==> src/rtl/systolic_feeder.sv <==
// systolic_feeder
//   Transmit-side driver for an output-stationary NxN int8 MAC systolic array.
//   Takes one A-column / B-row operand vector per handshake. It feeds them
//   into per-lane shift chains that skew the streams diagonally. It issues a
//   one-cycle array flush before each job. After the K-th operand it drains
//   the array with 2N cycles of zero injection and then pulses done.
//
// Ports:
//   clk, rst_n         clock; asynchronous active-low reset
//   start, k_len       job start pulse (IDLE only) and reduction length K
//   busy, done         high outside IDLE; one-cycle completion pulse
//   in_valid/in_ready  operand handshake; in_a = A[*][k], in_b = B[k][*]
//   flush              clears array accumulators and pipeline registers
//   west_data          lane i -> in_west of array row i, column 0
//   north_data         lane j -> in_north of array column j, row 0
//   stall_cnt          (only with SYSTOLIC_FEEDER_STALL_CNT_EN) saturating
//                      count of FEED cycles with in_valid low
//
// Build option: define SYSTOLIC_FEEDER_STALL_CNT_EN to add stall_cnt.
module systolic_feeder #(
  parameter int N  = 4,
  parameter int KW = 8
) (
  input  logic           clk,
  input  logic           rst_n,
  input  logic           start,
  input  logic [KW-1:0]  k_len,
  output logic           busy,
  output logic           done,
  input  logic           in_valid,
  output logic           in_ready,
  input  logic [N*8-1:0] in_a,
  input  logic [N*8-1:0] in_b,
  output logic           flush,
  output logic [N*8-1:0] west_data,
  output logic [N*8-1:0] north_data
`ifdef SYSTOLIC_FEEDER_STALL_CNT_EN
  ,
  output logic [15:0]    stall_cnt
`endif
);

  localparam int DW = $clog2(2 * N) + 1;
  localparam logic [DW-1:0] DRAIN_LAST = DW'(2 * N - 1);

  typedef enum logic [2:0] {
    S_IDLE,
    S_FLUSH,
    S_FEED,
    S_DRAIN,
    S_DONE
  } state_e;

  state_e          state_q, state_d;
  logic [KW-1:0]   k_q, k_d;
  logic [KW-1:0]   feed_cnt_q, feed_cnt_d;
  logic [DW-1:0]   drain_cnt_q, drain_cnt_d;
  logic            accept;
  logic            clear_skew;
  logic [N*8-1:0]  inj_a;
  logic [N*8-1:0]  inj_b;

  always_ff @(posedge clk or negedge rst_n) begin
    if (!rst_n) begin
      state_q     <= S_IDLE;
      k_q         <= '0;
      feed_cnt_q  <= '0;
      drain_cnt_q <= '0;
    end else begin
      state_q     <= state_d;
      k_q         <= k_d;
      feed_cnt_q  <= feed_cnt_d;
      drain_cnt_q <= drain_cnt_d;
    end
  end

  always_comb begin
    state_d     = state_q;
    k_d         = k_q;
    feed_cnt_d  = feed_cnt_q;
    drain_cnt_d = drain_cnt_q;
    busy        = (state_q != S_IDLE);
    done        = 1'b0;
    in_ready    = 1'b0;
    flush       = 1'b0;
    accept      = 1'b0;
    clear_skew  = 1'b0;
    case (state_q)
      S_IDLE: begin
        if (start) begin
          k_d     = k_len;
          state_d = S_FLUSH;
        end
      end
      S_FLUSH: begin
        flush       = 1'b1;
        clear_skew  = 1'b1;
        feed_cnt_d  = '0;
        drain_cnt_d = '0;
        state_d     = (k_q == '0) ? S_DONE : S_FEED;
      end
      S_FEED: begin
        in_ready = 1'b1;
        accept   = in_valid;
        if (in_valid) begin
          feed_cnt_d = feed_cnt_q + KW'(1);
          if (feed_cnt_q + KW'(1) == k_q) begin
            state_d = S_DRAIN;
          end
        end
      end
      S_DRAIN: begin
        // Zero vectors keep flowing in (accept is low) while the last
        // wavefront reaches PE(N-1,N-1).
        if (drain_cnt_q == DRAIN_LAST) begin
          state_d = S_DONE;
        end else begin
          drain_cnt_d = drain_cnt_q + DW'(1);
        end
      end
      S_DONE: begin
        done    = 1'b1;
        state_d = S_IDLE;
      end
      default: state_d = S_IDLE;
    endcase
  end

  // Any cycle without an accept injects a zero vector, so stalls become
  // bubbles in both chains and the diagonal alignment is kept.
  assign inj_a = accept ? in_a : '0;
  assign inj_b = accept ? in_b : '0;

  // Lane gi is a (gi+1)-stage shift chain: a value accepted at edge t
  // appears on the lane output after edge t+gi.
  for (genvar gi = 0; gi < N; gi++) begin : g_lane
    logic [7:0] west_q  [0:gi];
    logic [7:0] west_d  [0:gi];
    logic [7:0] north_q [0:gi];
    logic [7:0] north_d [0:gi];

    always_comb begin
      west_d[0]  = clear_skew ? 8'h00 : inj_a[gi*8 +: 8];
      north_d[0] = clear_skew ? 8'h00 : inj_b[gi*8 +: 8];
      for (int s = 1; s <= gi; s++) begin
        west_d[s]  = clear_skew ? 8'h00 : west_q[s-1];
        north_d[s] = clear_skew ? 8'h00 : north_q[s-1];
      end
    end

    always_ff @(posedge clk or negedge rst_n) begin
      if (!rst_n) begin
        for (int s = 0; s <= gi; s++) begin
          west_q[s]  <= 8'h00;
          north_q[s] <= 8'h00;
        end
      end else begin
        for (int s = 0; s <= gi; s++) begin
          west_q[s]  <= west_d[s];
          north_q[s] <= north_d[s];
        end
      end
    end

    assign west_data[gi*8 +: 8]  = west_q[gi];
    assign north_data[gi*8 +: 8] = north_q[gi];
  end

`ifdef SYSTOLIC_FEEDER_STALL_CNT_EN
  logic [15:0] stall_cnt_q, stall_cnt_d;

  // Cleared at the start of each job; holds after FEED until the next FLUSH.
  always_comb begin
    stall_cnt_d = stall_cnt_q;
    if (state_q == S_FLUSH) begin
      stall_cnt_d = '0;
    end else if ((state_q == S_FEED) && !in_valid && (stall_cnt_q != 16'hFFFF)) begin
      stall_cnt_d = stall_cnt_q + 16'd1;
    end
  end

  always_ff @(posedge clk or negedge rst_n) begin
    if (!rst_n) begin
      stall_cnt_q <= '0;
    end else begin
      stall_cnt_q <= stall_cnt_d;
    end
  end

  assign stall_cnt = stall_cnt_q;
`endif

endmodule

==> config.mk <==
export PLATFORM = sky130hd
export DESIGN_NAME = systolic_feeder
export DESIGN_NICKNAME = d
export VERILOG_FILES = /design/src/rtl/systolic_feeder.sv
export SDC_FILE = /design/constraint.sdc
export NUM_CORES = 1
export LEC_CHECK = 0
export ABC_AREA = 1
export BUFFER_PORTS_ARGS = -buffer_cell sky130_fd_sc_hd__buf_4
export CAP_MARGIN = 20
export CORE_ASPECT_RATIO = 0.8
export CORE_MARGIN = 2
export CORE_UTILIZATION = 58
export DETAILED_ROUTE_END_ITERATION = 16
export PLACE_DENSITY_LB_ADDON = 0.1
export REMOVE_ABC_BUFFERS = 1
export SYNTH_ARGS = -nofsm -noshare
export SYNTH_HDL_FRONTEND = slang
export SYNTH_SLANG_ARGS = --single-unit
==> constraint.sdc <==
create_clock -name clk -period 2.8 [get_ports clk]
set_clock_uncertainty 0.1 [all_clocks]
set_input_delay 0.14 -clock clk [delete_from_list [all_inputs] [get_ports clk]]
set_output_delay 0.14 -clock clk [all_outputs]
set_load 0.005 [all_outputs]
==> After elaboration in Yosys (flattened, before gate mapping) <==
Cells that the tools add are included.
{ "totals": {"out_inout_bits": 68, "elab_cells": 82, "regBits": 183, "input_bits": 76} }
{ "op_classes": {"reduce_logical": 9, "mux": 36, "add_sub_neg": 2, "n_eq_ne": 11} }
{ "op_table": {"columns": ["operator", "count"], "rows": [
  ["two-way mux 8 bit", 21],
  ["two-way mux 32 bit", 2],
  ["case mux 8 bit (2 select lines)", 1],
  ["two-way mux 3 bit", 5],
  ["case mux 3 bit (4 select lines)", 1],
  ["!= test 2 bit, second input constant", 5],
  ["adder 8 x 1 -> 8 bit, second input constant", 1],
  ["== test 8 bit", 1],
  ["logical NOT 8 bit", 1],
  ["case mux 4 bit (2 select lines)", 1],
  ["== test 3 x 2 -> 1 bit, second input constant", 2],
  ["AND reduction 2 bit", 3],
  ["adder 4 x 1 -> 4 bit, second input constant", 1],
  ["== test 4 x 3 -> 1 bit, second input constant", 1],
  ["two-way mux 1 bit", 4],
  ["two-way mux 4 bit", 1],
  ["AND reduction 4 bit", 1],
  ["nonzero test 2 bit", 2],
  ["== test 3 x 1 -> 1 bit, second input constant", 1],
  ["== test 3 bit, second input constant", 1],
  ["logical NOT 3 bit", 1],
  ["nonzero test 3 bit", 1]
]} }

==> Longest topological paths before layout <==
Gate-level depths: netlist of run 1.
{ "depth": {"depth_word": 5, "ltp_mapped": 13, "mapped_depth_nobuf": 13} }

==> Worst setup path before layout of run 1 <==
OpenSTA, ideal clock, no wires.
{ "synth_path": {"kind": "flip-flop to flip-flop", "from": "reg feed_cnt_q[0]", "to": "reg state_q[2]", "path_stages_with_launch": 11, "path_buffers": 0, "synth_period_minus_slack_ns": 1.562, "setup_ns": 0.069, "t_required_ns": 2.631, "slack_ns": 1.238, "t_arrival_ns": 1.393, "cell_sequence": "dfrtp_1 > ha_1 > xnor2_1 > nand2_1 > nor2_1 > nand2_1 > nor2_1 > nand3_1 > nand2_1 > nand2_1 > nor2_2"} }
{ "synth_between": {"elab_chain_cells": 4} }
{ "synth_rtl": {"columns": ["element", "line", "source"], "rows": [
  ["start: declaration", "56", "logic [KW-1:0] feed_cnt_q, feed_cnt_d;"],
  ["start signal: assignment", "72", "feed_cnt_q <= feed_cnt_d;"],
  ["adder 8 x 1 -> 8 bit", "107", "if (feed_cnt_q + KW'(1) == k_q) begin"],
  ["== test 8 bit", "107", null],
  ["!= test 2 bit (no line)", null, null],
  ["AND reduction 4 bit (no line)", null, null],
  ["end signal: assignment", "70", "state_q <= state_d;"],
  ["end: declaration", "54", "state_e state_q, state_d;"]
]} }
Every way passes these cells.
A chain may end at the register's enable or synchronous reset.

==> Worst setup path after layout of run 1 <==
{ "layout_path": {"from": "reg state_q[0]", "to": "reg feed_cnt_q[7]"} }
{ "layout_between": {"elab_chain_cells": 3, "word_cells_on_any_way": 6, "cone_classes": "eq/ne: 3; mux: 1; reduce/logical: 2"} }
{ "layout_rtl": {"columns": ["element", "line", "source"], "rows": [
  ["== test 3 x 2 -> 1 bit / == test 3 x 1 -> 1 bit (equally long branches)", "88", "case (state_q)"],
  ["!= test 2 bit (no line) / nonzero test 2 bit (equally long branches)", null, null],
  ["AND reduction 2 bit (no line)", null, null]
]} }
Several ways; a longest one is shown, not always the timed one.

==> results.md, run 1 <==
- Register bit total from synthesis: about 180
- Post-DP HPWL: 7.68 mm
- Fin crit share: 0.783
- Max Slew Vio Count: 0
- Reg-to-reg slack, setup: between 0.6 and 0.7 ns
- Sink Count: 183
- Num ports: approximately 140
- Total power: about 7.3 mW
- Final WS setup: 0.607 ns
- Tmin final: about 2.2 ns
- Clock-pin slew on the worst setup and hold paths: ~0.07 ns
- Status: complete, no violations
- Worst skew pair latency: roughly 0.42 ns
- Vias: around 5000
- CTS tree: yes
- CP cell instances: inv_2, nor3_2, clkinv_2, buf_4, nand2_1, o22ai_1
- Reg2reg end: feed_cnt_q[7]$_DFFE_PN0P_
- Pre-Repair DR Iteration Count: 4
- # port buffers: ~140
- Crit Path Max Fanout: just over 100
- WHS Path Cells: 4
- HP Class: in2reg
- Starting density of the core: 0.600
- Top FF cell, synth: dfrtp_1
- # fillers: 730
- Synthesized area: around 7000 um^2
- VDD IR max: 0.000658 V
- Post-cts hold buffer count: 74
- RSZ-0062 raised after global routing: false
- Most frequent cells in the layout: dfrtp_1, inv_1, buf_4, nand2_1, nor2_1
- Arr. time, crit path: 2.42 ns
- Slowest-stage cell, CP: buf_4
- Total grt overflow: 0
- Iteration-0 DRC Markers: ~240
- Per-cell routed wire length: 13.3 um
- Commonest non-fill, non-tap cell in the layout: dfrtp_1
- Max Buffers Root-to-Sink: 2
- Crit path from: state_q[0]$_DFFE_PN0P_
- Final antenna-violating net count: 0
- Met3 GRT Util: 0.0586
- Number of global-route vias before repair: 4956
- Post-route non-filler standard cell count: 1059
- CTS buffer count: 17
- Hold Fails Final Rpt: 0
- Delay-heaviest family, CP: buffers and inverters
- Fmax: ~460 MHz
- CP Launch Type: flip-flop
- Critical Path End: feed_cnt_q[7]$_DFFE_PN0P_
- Worst EP required: 3.03 ns
- CP bufs+invs: 3
- Worst Tran Pin Value: about 1 ns
- Fin nets: between 900 and 1000
- PD cells: 801 nW/um^2
- Async SR Flop Fraction: 1.00
- Register area: between 4000 and 5000 um^2
- Gr busiest metal: met2
- Post-cts resize count: 0
- Synth Area per Inst: ~9.7 um^2
- Critical path depth in cells: 6
- Pin count of the biggest net entering global routing: approximately 120
- GR Util met1: 0.275
- Post-synth EDFFs: 0
- Multi-input logic area: between 1000 and 1500 um^2
- Critical path class: reg2reg
- Area Overhead vs Synth: 31.2%
- Hold_ws: around 0.085 ns
- Library cells used by synthesis: 28
- Fraction of layout cells with a size suffix above 1: 0.215
- Mapped Cells: just over 700
- DRC: 0
- Post-synthesis sequential area ratio: 0.655
- Clock root cell: clkbuf_16
- DRT Wirelength: roughly 14 mm
- R2r startpoint: state_q[0]$_DFFE_PN0P_
- Die area: about 13000 um^2
- Final setup viols: 0
- Cell row count: 35
- Die height: around 100 um
- Element type at the critical path end: flip-flop
- Mean number of vias per cell: ~4.6
- Number of placed cells counting well taps: between 900 and 1000
- Yosys warnings: 0
- ANT cells: 0
- Slew HR: 0.325
- Max incr delay on CP: between 0.7 and 0.8 ns
- Reg2reg path depth: 6
- Initial antenna violation count: 0
- GPL Wtd Cong: 0.834
- First-pass GRT wire length: between 20 and 25 mm
- Post-CTS Repair Setup Buffers: 0
- Met2 Usage GRT: 0.414
- Setup TNS: 0 ns
- Die Width: roughly 130 um
- Leak Pwr: between 5 and 6 nW
- Total core area: about 12000 um^2
- Total track usage: 0.231
- Setup Slack @ Placement: 0.589 ns
- Max cap viols: 0
- CTS H-tree lvls: 4
[worst register-to-register path, cell delays in order, from the launching register on]
cell      delay [ns]
dfrtp_1         0.40
inv_2           0.10
nor3_2          0.07
clkinv_2        0.05
buf_4           0.72
nand2_1         0.41
o22ai_1         0.27
[registers in the layout, indices dropped and copies added, names as in the netlist]
register	cells
g_lane.north_q	56
g_lane.west_q	56
north_data	24
west_data	24
feed_cnt_q	8
k_q	8
drain_cnt_q	4
state_q	3
[power by group]
part | switching [mW] | internal (mW) | total (mW) | leakage, nW
clock | 1.05 | 1.28 | 2.33 | 0.270
combinational | 1.00 | 0.674 | 1.68 | 2.90
sequential | 0.219 | 3.12 | 3.34 | 2.49
total | 2.27 | 5.07 | 7.34 | 5.66
[per-stage QoR]
step                       util  area (um^2)
after floorplan               -         6530
after global placement    0.674         7850
after detailed placement  0.674         7850
after CTS                 0.787         9170
after global routing      0.787         9170
final                     0.787         9170
[logic make-up (layout without fill, tap and decap cells)]
| logic type | Yosys count | in the layout | share of synthesized area |
|---|---|---|---|
| adders and majority gates | 2 | 2 | 0.00358 |
| buffers and inverters | 251 | 438 | 0.164 |
| and+or+nand+nor | 261 | 261 | 0.154 |
| AOI/OAI and AO/OA | 24 | 24 | 0.0190 |
| muxes | 1 | 1 | 0.00161 |
| xor gates and xnor gates | 2 | 2 | 0.00251 |
| DFF | 183 | 183 | 0.655 |
[metal layers]
layer | vias to the layer above | wire (um)
li1 | 2370 | -
met2 | 130 | 7270
met1 | 2332 | 5670
met5 | - | 0
met3 | 24 | 844
met4 | 0 | 315
[how the worst min path moves through the flow]
| stage | start | to | slack [ns] |
|---|---|---|---|
| 2_1_floorplan | rst_n | drain_cnt_q[0]$_DFFE_PN0P_ | -0.26 |
| 3_3_place_gp | rst_n | north_data[30]$_DFF_PN0_ | 0.23 |
| 3_5_place_dp | rst_n | north_data[30]$_DFF_PN0_ | 0.24 |
| 4_1_cts | start | state_q[1]$_DFFE_PN0P_ | 0.05 |
| 5_1_grt | start | state_q[1]$_DFFE_PN0P_ | 0.09 |
| 6_report | start | state_q[1]$_DFFE_PN0P_ | 0.09 |
[synthesized netlist by cell type (2+ instances only)]
cell type	n	area, um^2
inv_2	5	18.8
nor3_1	2	10.0
nand3_2	2	20.0
o22ai_1	8	50.1
dfrtp_1	183	4580
nand2_1	141	529
nor2_2	4	25.0
nand2_2	2	12.5
nor2_1	81	304
inv_1	179	672
o21ai_0	3	15.0
buf_2	19	95.1
ha_1	2	25.0
nand3_1	22	110
a21oi_1	10	50.1
o21ai_1	2	10.0
buf_4	48	360
[cell type report]
class,instances,share of cell area
clock buffers,19,0.0483
clock inverters,13,0.0151
inverters,184,0.0754
multi-input cells,290,0.138
flip-flops and latches,183,0.499
well taps,148,0.0202
repair buffers,222,0.204
Note: power is estimated with default switching activity, not from simulation.
==> run 2, diff against run 1 <==
- ABC_AREA: 1 -> 0
- CORE_UTILIZATION: 58 -> 49
- clock period: 2.8 -> 1.8 ns (I/O delays scaled with it)
==> results.md, run 2 <==
- Slowest-stage cell, CP: dfrtp_1
- Cell row count: 38 (+8.6%)
- Worst Tran Pin Value: 0.413 ns (-0.600 ns)
- Pre-Repair DR Iteration Count: 4 (unchanged)
- Die height: 109 um (+7.1%)
- Final antenna-violating net count: 0 (unchanged)
- Top FF cell, synth: dfrtp_1
- WHS Path Cells: 4 (unchanged)
- Async SR Flop Fraction: 1.00 (unchanged)
- Clock-pin slew on the worst setup and hold paths: 0.07 ns (about the same)
- Max cap viols: 0 (unchanged)
- Worst EP required: 1.61 ns (-1.42 ns)
- Mapped Cells: 524 (-28%)
- Placed instance area: 7770 um^2 (-1.0%)
- Per-cell routed wire length: 14.4 um (+8.4%)
- Max incr delay on CP: 0.47 ns (-0.25 ns)
- Most common cell in the netlist: dfrtp_1
- ANT cells: 0 (unchanged)
- Sink Count: 183 (unchanged)
- CTS H-tree lvls: 4 (unchanged)
- Max Buffers Root-to-Sink: 2 (unchanged)
- Total track usage: 0.186 (-0.0451)
- Status: complete, no violations
- Vias: 4171 (-14%)
- CP cell instances: nor3b_4, buf_6, buf_4
- Worst skew pair latency: 0.42 ns (about the same)
- HP Start: start
- Registers with the most flip-flops: g_lane.north_q x56, g_lane.west_q x56
- Number of global-route vias before repair: 4313 (-13%)
- Reg2reg path depth: 6 (unchanged)
- Post-synthesis sequential area ratio: 0.673 (+0.0173)
- Pin count of the biggest net entering global routing: 56 (-53%)
- R2r startpoint: state_q[0]$_DFFE_PN0P_
- Leak Pwr: 4.85 nW (-14%)
- RSZ-0062 raised after global routing: false
- Max Slew Vio Count: 0 (unchanged)
- Die Width: 136 um (+7.2%)
- Hold EP: state_q[0]$_DFFE_PN0P_
- Total core area: 13600 um^2 (+16%)
- Tmin final: approximately 1.7 ns
- # port buffers: 143 (unchanged)
- Element type at the critical path end: output port
- Die area: 14900 um^2 (+15%)
- Reg2reg end: feed_cnt_q[3]$_DFFE_PN0P_
- Iteration-0 DRC Markers: 127 (-47%)
- Fin nets: 775 (-21%)
- Arr. time, crit path: 1.53 ns (-0.89 ns)
- Fin crit share: 0.956
- Critical path class: reg2out
- Final WS setup: 0.0788 ns (-0.528 ns)
- Post-synth top cells: dfrtp_1, and2_1, and3_1, buf_4, clkbuf_1
- Final setup viols: 0 (unchanged)
- HP Class: in2reg
- Library cells used by synthesis: 44 (+57%)
- Hold_ws: 0.0268 ns (-0.0585 ns)
- CTS tree: yes
- Total power: 11.6 mW (+59%)
- Post-route non-filler standard cell count: 890 (-16%)
- Most frequent cells in the layout: dfrtp_1, buf_4, and2_1, dlygate4sd3_1, and3_1
- CTS buffer count: 17 (unchanged)
- VDD IR max: 0.000765 V (+16%)
- # fillers: 1018 (+39%)
- Synth area leader: dfrtp_1
- Initial antenna violation count: 0 (unchanged)
- CP Launch Type: flip-flop
- Ranking of synthesized cells by area: dfrtp_1, and2_1, and3_1
- Clock root cell: clkbuf_16
- Number of placed cells counting well taps: 783 (-18%)
- Crit Path Max Fanout: 22 (-78%)
- Total grt overflow: 0 (unchanged)
- Share of the synthesized area in the top cell type: 0.673 (+0.0173)
- Reg-to-reg slack, setup: 0.12 ns (-0.49 ns)
- Commonest non-fill, non-tap cell in the layout: dfrtp_1
- Synth Area per Inst: 13.0 um^2 (+35%)
- Post-synth EDFFs: 0 (unchanged)
- First-pass GRT wire length: 21.1 mm (-8.1%)
- Hold Fails Final Rpt: 0 (unchanged)
- Setup Slack @ Placement: 0.0969 ns (-0.492 ns)
- Post-DP HPWL: 7.78 mm (+1.4%)
- Num ports: 144 (unchanged)
- Mean number of vias per cell: 4.69 (+2.2%)
- Area Overhead vs Synth: 34.5%
- Starting density of the core: 0.502 (-0.0975)
- GPL Wtd Cong: 0.803 (-3.8%)
- Design Area, Final: 9150 um^2 (-0.19%)
- Synthesized area: 6810 um^2 (-2.6%)
- Register bit total from synthesis: 183 (unchanged)
- Fmax: around 580 MHz
- PD cells: 1270 nW/um^2 (+59%)
- DRT Wirelength: 12.8 mm (-8.9%)
- Slew HR: 0.725 (+0.400)
- DRC: 0 (unchanged)
- Fraction of layout cells with a size suffix above 1: 0.286 (+0.0708)
- Yosys warnings: 0 (unchanged)
## run 2: cell types whose count changed after synthesis, moves of 12 or more
cell	before	now
inv_1	179	1
nand2_1	141	10
and2_1	0	98
nor2_1	81	5
and3_1	0	67
clkbuf_1	0	17
buf_2	19	6
nand3_1	22	10
## run 2: kinds of logic (layout without fill, tap and decap cells)
group                      after synthesis  in the layout  share of synthesized area
and+or+nand+nor                        208            208                      0.190
adders and majority gates                2              2                    0.00368
DFF                                    183            183                      0.673
muxes                                    9              9                     0.0147
buffers and inverters                   79            265                     0.0744
AOI/OAI and AO/OA                       31             31                     0.0292
xor gates and xnor gates                12             12                     0.0154
## run 2: area by class of cell
type | count | area (um^2) | share of cell area
sequential | 183 | 4580 | 0.500
inverter | 2 | 7.51 | 0.000820
tap | 180 | 225 | 0.0246
clock inverter | 14 | 189 | 0.0206
clock buffer | 18 | 439 | 0.0480
multi-input combinational | 262 | 1730 | 0.189
timing repair buffer | 231 | 1980 | 0.216
## run 2: metrics by stage
| stage | util | TNS (ns) |
|---|---|---|
| global route | 0.676 | 0 |
| detailed placement | 0.573 | 0 |
| global placement | 0.573 | 0 |
| finish | 0.676 | 0 |
| floorplan | - | -58.39 |
| CTS | 0.675 | 0 |
## run 2: repair_timing
action                                  4_1_cts  5_1_grt
pin swaps                                     0        1
hold buffers                                 74        0
endpoints found under the hold margin       255        0
endpoints found under the setup margin        1        2
resized for setup                             1        3
setup buffers                                 1        0
## run 2: where the power goes
part / total, mW / internal (mW) / switching [mW] / leakage [nW]
Combinational: 2.62 / 1.34 / 1.28 / 2.06
Sequential: 5.15 / 4.82 / 0.338 / 2.49
Clock: 3.87 / 2.26 / 1.61 / 0.299
Total: 11.6 / 8.42 / 3.22 / 4.85
## run 2: how the worst max path moves through the flow
stage                                          from                   endpoint  slack, ns
final                        state_q[0]$_DFFE_PN0P_                   in_ready       0.08
after global routing         state_q[0]$_DFFE_PN0P_                   in_ready      0.001
after CTS                    state_q[0]$_DFFE_PN0P_                   in_ready      0.006
after detailed placement  feed_cnt_q[1]$_DFFE_PN0P_     state_q[0]$_DFFE_PN0P_        0.1
after global placement    feed_cnt_q[1]$_DFFE_PN0P_     state_q[0]$_DFFE_PN0P_       0.16
after floorplan              state_q[2]$_DFFE_PN0P_  feed_cnt_q[3]$_DFFE_PN0P_      -0.68
## run 2: worst max-delay path: cells and delay by family, from the launching register on
kind,cells,cell delay (ns)
buffers and inverters,2,0.34
flip-flops,1,0.47
AND/OR/NAND/NOR,1,0.30
## run 2: routing by layer
| metal | global-route usage | wire [um] |
|---|---|---|
| met4 | 0.0580 | 161 |
| met5 | 0 | 0 |
| met1 | 0.236 | 5460 |
| met3 | 0.0595 | 837 |
| met2 | 0.309 | 6390 |
==> run 3, diff against run 2 <==
- CORE_UTILIZATION: 49 -> 58
- clock period: 1.8 -> 2.2 ns (I/O delays scaled with it)
==> results.md, run 3 (synthesized netlist as in run 2, its figures left out) <==
- Status: complete, no violations
- Total track usage: 0.223 (+0.0372)
- Worst skew pair latency: 0.42 ns (about the same)
- Hold_ws: 0.0491 ns (+0.0223 ns)
- Critical path class: reg2reg
- Clock root cell: clkbuf_16
- Most frequent cells in the layout: dfrtp_1, buf_4, and2_1, dlygate4sd3_1, and3_1
- Final antenna-violating net count: 0 (unchanged)
- Tmin final: about 2.1 ns
- Pin count of the biggest net entering global routing: 79 (+41%)
- DRT Wirelength: 13.4 mm (+4.3%)
- Commonest non-fill, non-tap cell in the layout: dfrtp_1
- Worst EP required: 2.46 ns (+0.85 ns)
- Fraction of layout cells with a size suffix above 1: 0.272 (-0.0142)
- Combinational share of power: 0.228 (+0.003)
- Total power: 9.23 mW (-21%)
- Die height: 101 um (-7.8%)
- # fillers: 655 (-36%)
- CTS tree: yes
- Arr. time, crit path: 2.33 ns (+0.80 ns)
- Mean number of vias per cell: 4.97 (+6.0%)
- Placed instance area: 7680 um^2 (-1.2%)
- Max incr delay on CP: 0.57 ns (+0.10 ns)
- Leak Pwr: 4.92 nW (+1.4%)
- ANT cells: 0 (unchanged)
- HP Class: in2reg
- Slowest-stage cell, CP: dlygate4sd3_1
- Delay-heaviest family, CP: buffers and inverters
- Hold Fails Final Rpt: 0 (unchanged)
- CP cell instances: nor3b_4, buf_4, and3_1, dlygate4sd3_1
- Fin crit share: 0.943
- Starting density of the core: 0.593 (+0.0909)
- Setup Slack @ Placement: 0.375 ns (+0.278 ns)
- Slew HR: 0.608 (-0.117)
- CP Launch Type: flip-flop
- Max cap viols: 0 (unchanged)
- Registers with the most flip-flops: g_lane.north_q x56, g_lane.west_q x56
- Per-cell routed wire length: 15.3 um (+6.3%)
- Power Internal: 6.56 mW (-22%)
- PD cells: 1010 nW/um^2 (-21%)
- Max Buffers Root-to-Sink: 2 (unchanged)
- Number of placed cells counting well taps: 748 (-4.5%)
- Fmax: 482 MHz
- Vias: 4338 (+4.0%)
- Num ports: 144 (unchanged)
- RSZ-0062 raised after global routing: false
- GPL Wtd Cong: 0.910 (+13%)
- Clock network power share: 0.313 (-0.019)
- Design Area, Final: 9180 um^2 (+0.31%)
- VDD IR max: 0.000647 V (-16%)
- Sw power: 2.68 mW (-17%)
- Iteration-0 DRC Markers: 285 (+120%)
- Total core area: 11500 um^2 (-15%)
- Initial antenna violation count: 0 (unchanged)
- Setup TNS: 0 ns (unchanged)
- Element type at the critical path end: flip-flop
- Total grt overflow: 0 (unchanged)
- Area Overhead vs Synth: 34.9%
- Sink Count: 183 (unchanged)
- Pre-Repair DR Iteration Count: 5 (+1)
- Switching Fraction: 0.290 (+0.0135)
- First-pass GRT wire length: 21.8 mm (+3.3%)
- DRC: 0 (unchanged)
- Worst Tran Pin Value: 0.588 ns (+0.175 ns)
- Number of global-route vias before repair: 4356 (+1.0%)
- CTS buffer count: 17 (unchanged)
- Final setup viols: 0 (unchanged)
- CTS H-tree lvls: 4 (unchanged)
- Sequential Power Share: 0.460 (+0.017)
- Post-route non-filler standard cell count: 873 (-1.9%)
- CP bufs+invs: 2 (unchanged)
- Die Width: 125 um (-7.9%)
- Die area: 12600 um^2 (-15%)
- Clock-pin slew on the worst setup and hold paths: 0.07 ns (about the same)
- Fin nets: 790 (+1.9%)
- Post-DP HPWL: 7.59 mm (-2.6%)
- Cell row count: 35 (-7.9%)
- Util after Layout: 0.800 (+0.125)
- Crit Path Max Fanout: 22 (unchanged)
- Final WS setup: 0.125 ns (+0.0461 ns)
- Max Slew Vio Count: 0 (unchanged)
- # port buffers: 143 (unchanged)
==> run 3: changes by cell type in the layout (fill, tap and decap cells not counted), sizes merged <==
cell / previous run / this run
inv: 7 / 9
dlygate4sd3: 74 / 93
bufinv: 3 / 0
buf: 156 / 152
clkinvlp: 3 / 4
==> run 3: layout make-up <==
cell class | instances | area, um^2 | area share
tap | 148 | 185 | 0.0202
sequential | 183 | 4580 | 0.499
multi-input combinational | 262 | 1720 | 0.188
inverter | 2 | 7.51 | 0.000818
clock inverter | 14 | 135 | 0.0147
timing repair buffer | 246 | 2110 | 0.230
clock buffer | 18 | 439 | 0.0478
==> run 3: worst paths after layout <==
path                                                     start                        endpoint  slack (ns)  cells past startpoint
worst max-delay path                    state_q[1]$_DFFE_PN0P_  g_lane[2].west_q[22]$_DFF_PN0_        0.12                      4
worst min-delay path                                     start          state_q[0]$_DFFE_PN0P_        0.05                      4
worst max register to register          state_q[1]$_DFFE_PN0P_  g_lane[2].west_q[22]$_DFF_PN0_        0.12                      4
worst min register to register  g_lane[2].west_q[14]$_DFF_PN0_         west_data[22]$_DFF_PN0_        0.34                      1
max in group asynchronous                                rst_n        north_data[16]$_DFF_PN0_        1.14                      3
min in group asynchronous                                rst_n        north_data[29]$_DFF_PN0_        0.13                      2
==> run 3: layer usage <==
metal  vias to the layer above  GRT usage  share of wire
li1                       2039          -              -
met1                      2149      0.282           0.42
met2                       126      0.368           0.51
met3                        24     0.0695          0.057
met4                         0     0.0855          0.018
met5                         -          0              0
==> run 3: repair_timing <==
item,in CTS,in global routing
hold endpoints to repair,138,0
buffers inserted,0,0
setup endpoints to repair,0,19
resized for setup,0,1
hold buffers,93,0
==> run 3: worst min-delay path: cells and delay by family <==
family	cells	cell delay (ns)
AO/OA/AOI/OAI	1	0.06
AND/OR/NAND/NOR	1	0.14
multiplexers	1	0.10
buffers and inverters	1	0.11
==> run 3: power groups by stage <==
stage / clock network, mW / logic (mW) / registers (mW)
after detailed placement: 0 / 1.91 / 4.29
after global routing: 3.10 / 2.32 / 4.31
after CTS: 2.95 / 2.10 / 4.24
after global placement: 0 / 1.84 / 4.27
after floorplan: 0 / 1.02 / 4.24
final: 2.89 / 2.10 / 4.25
